### src/rtl/load_store_unit_if.sv
// load_store_unit_if: pipeline request/response and data-memory port bundle
interface load_store_unit_if;
    logic        reqValid;
    logic        reqReady;
    logic        reqIsStore;
    logic [2:0]  func3;
    logic [31:0] address;
    logic [31:0] storeData;
    logic        respValid;
    logic [31:0] respData;
    logic        respError;
    logic        memReq;
    logic        memWrite;
    logic [31:0] memAddress;
    logic [3:0]  memByteEnable;
    logic [31:0] memWriteData;
    logic        memAck;
    logic [31:0] memReadData;
    modport slave (
        input  reqValid, reqIsStore, func3, address, storeData, memAck, memReadData,
        output reqReady, respValid, respData, respError,
               memReq, memWrite, memAddress, memByteEnable, memWriteData
    );
    modport master (
        output reqValid, reqIsStore, func3, address, storeData, memAck, memReadData,
        input  reqReady, respValid, respData, respError,
               memReq, memWrite, memAddress, memByteEnable, memWriteData
    );
endinterface

### src/rtl/load_store_unit.sv
// load_store_unit: single-outstanding load/store controller with timeout toward data memory
module load_store_unit #(
    parameter int TIMEOUT_CYCLES = 255
) (
    input logic clock,
    input logic reset,
    load_store_unit_if.slave bus
);
    localparam logic [1:0] IDLE = 2'd0, ACCESS = 2'd1, RESPOND = 2'd2;
    logic [1:0]  state;
    logic        st_q, err_q;
    logic [2:0]  f3_q;
    logic [1:0]  addr_q;
    logic [31:0] maddr_q, wd_q, data_q;
    logic [3:0]  be_q;
    logic [15:0] cnt;
    logic        legal, aligned, f3_ok;
    logic [3:0]  be;
    logic [31:0] wd, sh, ext;
    // request decode: legality, lane enables, replicated write data
    always_comb begin
        f3_ok   = bus.reqIsStore ? (bus.func3 inside {3'b000, 3'b001, 3'b010})
                                 : (bus.func3 inside {3'b000, 3'b001, 3'b010, 3'b100, 3'b101});
        aligned = bus.func3[1:0] == 2'b01 ? ~bus.address[0] :
                  bus.func3[1:0] == 2'b10 ? bus.address[1:0] == 2'b00 : 1'b1;
        legal   = f3_ok & aligned;
        be      = bus.func3[1:0] == 2'b00 ? 4'b0001 << bus.address[1:0] :
                  bus.func3[1:0] == 2'b01 ? 4'b0011 << bus.address[1:0] : 4'b1111;
        wd      = !bus.reqIsStore ? 32'd0 :
                  bus.func3[1:0] == 2'b00 ? {4{bus.storeData[7:0]}} :
                  bus.func3[1:0] == 2'b01 ? {2{bus.storeData[15:0]}} : bus.storeData;
        sh      = bus.memReadData >> {addr_q, 3'b000};
        ext     = f3_q == 3'b000 ? {{24{sh[7]}}, sh[7:0]} :
                  f3_q == 3'b001 ? {{16{sh[15]}}, sh[15:0]} :
                  f3_q == 3'b100 ? {24'd0, sh[7:0]} :
                  f3_q == 3'b101 ? {16'd0, sh[15:0]} : sh;
    end
    // access FSM: accept in IDLE, wait for ack or timeout in ACCESS, pulse response in RESPOND
    always_ff @(posedge clock or negedge reset) begin
        if (!reset) begin
            state   <= IDLE;
            st_q    <= 1'b0;
            err_q   <= 1'b0;
            f3_q    <= 3'd0;
            addr_q  <= 2'd0;
            maddr_q <= 32'd0;
            wd_q    <= 32'd0;
            be_q    <= 4'd0;
            data_q  <= 32'd0;
            cnt     <= 16'd0;
        end else if (state == IDLE) begin
            if (bus.reqValid) begin
                state   <= legal ? ACCESS : RESPOND;
                st_q    <= bus.reqIsStore;
                err_q   <= ~legal;
                f3_q    <= bus.func3;
                addr_q  <= bus.address[1:0];
                maddr_q <= {bus.address[31:2], 2'b00};
                wd_q    <= wd;
                be_q    <= be;
                data_q  <= 32'd0;
                cnt     <= 16'd0;
            end
        end else if (state == ACCESS) begin
            if (bus.memAck) begin
                state  <= RESPOND;
                err_q  <= 1'b0;
                data_q <= st_q ? 32'd0 : ext;
            end else if (cnt == 16'(TIMEOUT_CYCLES - 1)) begin
                state  <= RESPOND;
                err_q  <= 1'b1;
                data_q <= 32'd0;
            end else begin
                cnt <= cnt + 16'd1;
            end
        end else begin
            state  <= IDLE;
            err_q  <= 1'b0;
            data_q <= 32'd0;
        end
    end
    assign bus.reqReady      = (state == IDLE) & reset;
    assign bus.memReq        = state == ACCESS;
    assign bus.memWrite      = (state == ACCESS) & st_q;
    assign bus.memAddress    = maddr_q;
    assign bus.memByteEnable = be_q;
    assign bus.memWriteData  = wd_q;
    assign bus.respValid     = state == RESPOND;
    assign bus.respError     = (state == RESPOND) & err_q;
    assign bus.respData      = state == RESPOND ? data_q : 32'd0;
endmodule

### src/flat_wrapper.sv
// flat-port wrapper written by rule: the top's interface ports become plain ports
module load_store_unit_flat 
#(
    parameter int TIMEOUT_CYCLES = 255
)
  (clock, reset, bus_reqValid, bus_reqIsStore, bus_func3, bus_address, bus_storeData, bus_memAck, bus_memReadData, bus_reqReady, bus_respValid, bus_respData, bus_respError, bus_memReq, bus_memWrite, bus_memAddress, bus_memByteEnable, bus_memWriteData);
  load_store_unit_if bus_i ();
  input logic clock;
  input logic reset;
  input wire logic [$bits(bus_i.reqValid)-1:0] bus_reqValid;
  input wire logic [$bits(bus_i.reqIsStore)-1:0] bus_reqIsStore;
  input wire logic [$bits(bus_i.func3)-1:0] bus_func3;
  input wire logic [$bits(bus_i.address)-1:0] bus_address;
  input wire logic [$bits(bus_i.storeData)-1:0] bus_storeData;
  input wire logic [$bits(bus_i.memAck)-1:0] bus_memAck;
  input wire logic [$bits(bus_i.memReadData)-1:0] bus_memReadData;
  output wire logic [$bits(bus_i.reqReady)-1:0] bus_reqReady;
  output wire logic [$bits(bus_i.respValid)-1:0] bus_respValid;
  output wire logic [$bits(bus_i.respData)-1:0] bus_respData;
  output wire logic [$bits(bus_i.respError)-1:0] bus_respError;
  output wire logic [$bits(bus_i.memReq)-1:0] bus_memReq;
  output wire logic [$bits(bus_i.memWrite)-1:0] bus_memWrite;
  output wire logic [$bits(bus_i.memAddress)-1:0] bus_memAddress;
  output wire logic [$bits(bus_i.memByteEnable)-1:0] bus_memByteEnable;
  output wire logic [$bits(bus_i.memWriteData)-1:0] bus_memWriteData;
  assign bus_i.reqValid = bus_reqValid;
  assign bus_i.reqIsStore = bus_reqIsStore;
  assign bus_i.func3 = bus_func3;
  assign bus_i.address = bus_address;
  assign bus_i.storeData = bus_storeData;
  assign bus_i.memAck = bus_memAck;
  assign bus_i.memReadData = bus_memReadData;
  assign bus_reqReady = bus_i.reqReady;
  assign bus_respValid = bus_i.respValid;
  assign bus_respData = bus_i.respData;
  assign bus_respError = bus_i.respError;
  assign bus_memReq = bus_i.memReq;
  assign bus_memWrite = bus_i.memWrite;
  assign bus_memAddress = bus_i.memAddress;
  assign bus_memByteEnable = bus_i.memByteEnable;
  assign bus_memWriteData = bus_i.memWriteData;
  load_store_unit #(.TIMEOUT_CYCLES(TIMEOUT_CYCLES)) u_core (.clock(clock), .reset(reset), .bus(bus_i));
endmodule
### config.mk
export PLATFORM = sky130hd
export DESIGN_NAME = load_store_unit_flat
export DESIGN_NICKNAME = d
export VERILOG_FILES = /design/src/rtl/load_store_unit_if.sv /design/src/rtl/load_store_unit.sv /design/src/flat_wrapper.sv
export SDC_FILE = /design/constraint.sdc
export NUM_CORES = 1
export LEC_CHECK = 0
export BUFFER_PORTS_ARGS = -buffer_cell sky130_fd_sc_hd__buf_2
export CORE_MARGIN = 2
export CORE_UTILIZATION = 35
export DETAILED_ROUTE_END_ITERATION = 8
export GPL_ROUTABILITY_DRIVEN = 0
export GPL_TIMING_DRIVEN = 0
export SLEW_MARGIN = 20
export SYNTH_ARGS = -nofsm -noshare
export SYNTH_HDL_FRONTEND = slang
export SYNTH_SLANG_ARGS = --single-unit
### constraint.sdc
create_clock -name clock -period 2.75 [get_ports clock]
set_clock_uncertainty 0.15 [all_clocks]
set_input_delay 0.275 -clock clock [delete_from_list [all_inputs] [get_ports clock]]
set_output_delay 0.275 -clock clock [all_outputs]
set_load 0.02 [all_outputs]
### Word level (Yosys, flattened, before mapping)

Index checks and enable logic that the tools add are counted.

* add/subtract/negate cells: 1
* equal/unequal tests: 16
* shift operators: 3
* multiplexer cells: 35
* bitwise operators: 6
* reduce and logical (&&, ||, !) cells: 11

Operator list (count)
* 32-bit 2-to-1 mux: 14
* 16-bit 2-to-1 mux: 5
* 32-bit by 5-bit >> shifter with 32-bit output: 1
* 16-bit by 1-bit adder with 16-bit output (second input constant): 1
* 16-bit by 8-bit == test with 1-bit output (second input constant): 1
* 3-bit == test (second input constant): 4
* 2-bit 2-to-1 mux: 6
* 1-bit 2-to-1 mux: 8
* 4-bit 2-to-1 mux: 2
* 3-bit by 1-bit == test with 1-bit output (second input constant): 2
* 2-bit zero test: 3
* 3-bit zero test: 2
* 5-bit nonzero test: 1
* 1-bit AND: 4
* 2-bit by 1-bit == test with 1-bit output (second input constant): 2
* 2-bit == test (second input constant): 2
* 2-bit by 1-bit != test with 1-bit output (second input constant): 2
* 4-bit by 2-bit != test with 1-bit output (second input constant): 1
* 2-bit AND reduction: 2
* 4-bit AND reduction: 1
* 1-bit by 2-bit left shift with 4-bit output (first input constant): 1
* 2-bit by 2-bit left shift with 4-bit output (first input constant): 1
* 3-bit by 2-bit == test with 1-bit output (second input constant): 1
* 3-bit nonzero test: 1
* 3 further kinds: 4

* bits in registers: 123
* bits of input ports: 104
* output and inout port bits: 105
* word-level logic and storage cells: 82

### Depth between registers and ports, before layout

* depth in word-level cells: 9
* gate-level depth with buffers: 7

### Least setup slack after synthesis

OpenSTA, ideal clock, no wires.

* path type: register to register
* start: register u_core.cnt[9]
* end: register u_core.data_q[7]
* data arrival time: 1.955 ns
* data required time: 2.479 ns
* slack: 0.524 ns
* cell stages (with the launch flop): 6
* buffers on the path: 1
* clock period less this slack: 2.226 ns
* path through: dfrtp_1 > or4_4 > nor4_4 > o22ai_2 > buf_6 > a22o_1

* word-level cells in the longest chain between the ends: 3

Ends and longest elaborated chain
* from (decl): RTL line load_store_unit.sv:16 `logic [15:0] cnt;`
* from (signal assigned): RTL line load_store_unit.sv:74 `cnt <= cnt + 16'd1;`
* 16-bit by 8-bit == test with 1-bit output: RTL line load_store_unit.sv:69 `end else if (cnt == 16'(TIMEOUT_CYCLES - 1)) begin`
* 4-bit by 2-bit != test with 1-bit output (no line)
* 2-bit AND reduction (no line)
* to (signal assigned): RTL line load_store_unit.sv:68 `data_q <= st_q ? 32'd0 : ext;`
* to (decl): RTL line load_store_unit.sv:14 `logic [31:0] maddr_q, wd_q, data_q;`

No other way between the ends.
A chain may end at the register's enable or synchronous reset.

### Final worst setup path

* start: register u_core.cnt[9]
* end: register u_core.data_q[23]

The elaborated chain is that of the path after synthesis.

==> impl_metrics.csv <==
group,metric,value,unit
timing,finalMaxSlewViolations,0,
global_route,antenna_found_initial,0,
critical_path,endpoint,"u_core.data_q[23]$_DFFE_PN0P_",
synth,yosys.area.top_type_share,50.2,%
clocking,cts_sinks,123,
floorplan,die-area,0.0186,mm²
timing,slew_headroom,35.7,%
clocking,cts_buffers,17,
global_route,grt_start_max_net_pins,71,
critical_path,critical_path.max_fanout,10,
route,vias_per_cell,5.01,
synth,async_reset_ff_share,100,%
global_route,grt_use_total,21.8,%
synth,ys_ff_latch,123,
route,vias,5768,
synth,syn_area_per_cell,9.52,µm²
pwr,p_leak,4.30,nW
clocking,path_clk_slew,60,ps
min_path,hold_class,"in2reg",
route,drc,0,
clocking,cts_tree,"built",
synth,yosys_warnings,0,
synth,synth_top_area_cell,"dfrtp_1",
clocking,clk_latency,410,ps
floorplan,die_x,136,µm
critical_path,crit_path_end_kind,"register",
timing,hold_viol,0,
layout,area_growth,39.6,%
synth,ys.flop_type,"dfrtp_1",
layout,layout-drive-gt1-share,28.9,%
synth,ys_seq_area_share,50.2,%
route,ant_nets,0,
critical_path,reg2reg_to,"u_core.data_q[23]$_DFFE_PN0P_",
synth,synth_edf_count,0,
timing,rsz0062_at_grt,"false",
critical_path,slowest_stage,"or4_4",
layout,nNetsFinal,1023,
timing,period_share,93.4,%
timing,hold_ws,8.00,ps
timing,finalSetupViolations,0,
clocking,cts_root_buffer,"clkbuf_16",
synth,ys_types,51,
critical_path,ff2ff_path_depth,5,
synth,synthesis.area,0.00613,mm²
critical_path,cp.arrival,2710,ps
floorplan,rows,48,
critical_path,worstSetupStartpoint,"u_core.cnt[9]$_DFFE_PN0P_",
floorplan,start_util,35.6,%
global_route,grt_pass1_vias,5730,
floorplan,io_pins,209,
critical_path,path_buf_inv,1,
placed_design,io_buffers,203,
synth,yosys-top-cells-area,"dfrtp_1 (50%), nand2_1 (9.7%), mux2i_1 (5.7%), and2_1 (3.9%), o2bb2ai_1 (3.4%)",
flow_run,cap_violations,0,
route,drt_first_iter_violations,376,
route,first_pass_iters,4,
critical_path,startpoint_type,"register",
placed_design,hpwl,14000,µm
critical_path,path_cells,"or4_4 > nor4_4 > o22ai_2 > clkbuf_1 > o2bb2ai_1",
pwr,ir_worst_vdd,0.000559,V
critical_path,path_depth,5,
timing,period_minus_slack,2570,ps
layout,n_antenna_cell,0,
critical_path,crit_type,"reg2reg",
global_route,overflow,0,
global_route,grt_pass1_wl,30900,µm
critical_path,slowest_delay,580,ps
route,drt-wirelength-per-cell,16.9,µm
outcome,outcome,"completed",
pwr,pwr_density_cell,944,mW/mm²
placed_design,placed_area,0.00747,mm²
timing,fmax,0.389,GHz
layout,design_area,0.00856,mm²
floorplan,die_h,136,µm
clocking,cts_buffer_depth,2,
critical_path,cp_top_family,"simple AND/OR/NAND/NOR gates",
critical_path,regToRegStartpoint,"u_core.cnt[9]$_DFFE_PN0P_",
timing,worst_slew_pin_slew,963,ps
clocking,cts_max_level,4,
critical_path,required,2890,ps
synth,synthCells,644,
route,totalWireLength,19400,µm
floorplan,core,0.0172,mm²
critical_path,r2r_setup_slack,180,ps
-- cell families after synthesis --
logic type	Yosys count	share of synthesized area, %
XOR/XNOR	2	0.286
AO/OA/AOI/OAI	134	15.0
AND/OR/NAND/NOR	278	21.2
multiplexers	51	8.83
flip-flops	123	50.2
adder cells (fa/ha/maj)	6	1.22
other	1	0.0611
buffers and inverters	49	3.30
-- layer usage --
metal,track usage (%),vias to the layer above,wire length (µm)
met5,0,-,0
met4,7.99,0,370
met2,34.9,225,9110
li1,-,2786,-
met3,6.97,23,1550
met1,27.8,2734,8390
-- worst reg2reg max path, stage by stage, from the launching register on --
cell and delay [ps]:
dfrtp_1 430, or4_4 580, nor4_4 530, o22ai_2 270, clkbuf_1 300, o2bb2ai_1 200
-- power by group --
group	switching, W	internal [W]
Combinational	0.00204	0.00106
Clock	0.000853	0.00148
Sequential	0.000328	0.00232
Total	0.00322	0.00486
-- worst min path at each step --
stage | from | end | slack (ps) | depth (start not counted)
6_report | bus_storeData[28] | u_core.bus.memWriteData[28]$_DFFE_PN0P_ | 8 | 3
5_1_grt | bus_storeData[28] | u_core.bus.memWriteData[28]$_DFFE_PN0P_ | 20 | 3
4_1_cts | bus_storeData[30] | u_core.bus.memWriteData[30]$_DFFE_PN0P_ | 0.1 | 3
3_5_place_dp | reset | u_core.cnt[3]$_DFFE_PN0P_ | 90 | 1
3_3_place_gp | u_core.bus.memWriteData[2]$_DFFE_PN0P_ | u_core.bus.memWriteData[2]$_DFFE_PN0P_ | 300 | 2
2_1_floorplan | reset | u_core.addr_q[0]$_DFFE_PN0P_ | -170 | 0
-- metrics by stage --
stage	setup WS, ps	TNS [ps]	cells	utilization (%)	total power, W
finish	181	0	1151	49.7	0.00808
floorplan	524	0	645	-	0.00455
global route	54.8	0	1151	49.7	0.00861
CTS	48.6	0	1151	49.6	0.00814
detailed placement	21.8	0	1074	43.4	0.00572
global placement	-643	-58250	1073	43.1	0.00569
-- state kept, by name (all words and copies together), names as in the netlist --
| signal | count |
|---|---|
| u_core.addr_q | 2 |
| u_core.bus.memAddress | 30 |
| u_core.bus.memByteEnable | 4 |
| u_core.bus.memWriteData | 32 |
| u_core.cnt | 16 |
| u_core.data_q | 32 |
| u_core.err_q | 1 |
| u_core.f3_q | 3 |
| u_core.st_q | 1 |
| u_core.state | 2 |
-- cell type report --
| class | count | area (µm²) |
|---|---|---|
| fill | 1605 | 8680 |
| sequential | 123 | 3080 |
| multi-input combinational | 473 | 2870 |
| timing repair buffer | 249 | 1500 |
| clock buffer | 19 | 453 |
| tap | 225 | 282 |
| buffer | 41 | 173 |
| clock inverter | 13 | 168 |
| inverter | 8 | 30.0 |
-- timing repair --
action,in CTS,in global routing
pin swaps,0,0
hold endpoints to repair,98,0
resized for setup,1,2
hold buffers,45,0
endpoints found under the setup margin,1,10
setup buffers,0,0
-- layout by cell type (no fill, tap or decap), types with 28 or more instances in the layout --
cell type / instances
buf_2: 205
nand2_1: 159
dfrtp_1: 123
dlygate4sd3_1: 45
and2_1: 38
mux2i_1: 35
o21ai_0: 33
a21oi_1: 31
nor2_1: 29
clkbuf_1: 28
-- Yosys cell counts (2+ instances only) --
| library cell | number |
|---|---|
| a2111oi_0 | 2 |
| a21oi_1 | 31 |
| a221oi_1 | 8 |
| a22o_1 | 16 |
| a31oi_1 | 2 |
| and2_1 | 38 |
| buf_1 | 7 |
| buf_2 | 3 |
| buf_4 | 2 |
| clkbuf_1 | 28 |
| dfrtp_1 | 123 |
| ha_1 | 6 |
| inv_1 | 8 |
| mux2_2 | 15 |
| mux2i_1 | 35 |
| nand2_1 | 159 |
| nand2b_1 | 2 |
| nand3_1 | 13 |
| nand4_1 | 4 |
| nand4b_1 | 2 |
| nor2_1 | 29 |
| nor2b_1 | 6 |
| nor3_1 | 4 |
| nor3b_1 | 2 |
| nor4_1 | 2 |
| o211ai_1 | 2 |
| o21ai_0 | 33 |
| o2bb2ai_1 | 24 |
| o31ai_1 | 9 |
| or2_2 | 2 |
| or3_1 | 3 |
| or4_1 | 5 |
No activity file was read; power rests on OpenSTA's default activity.
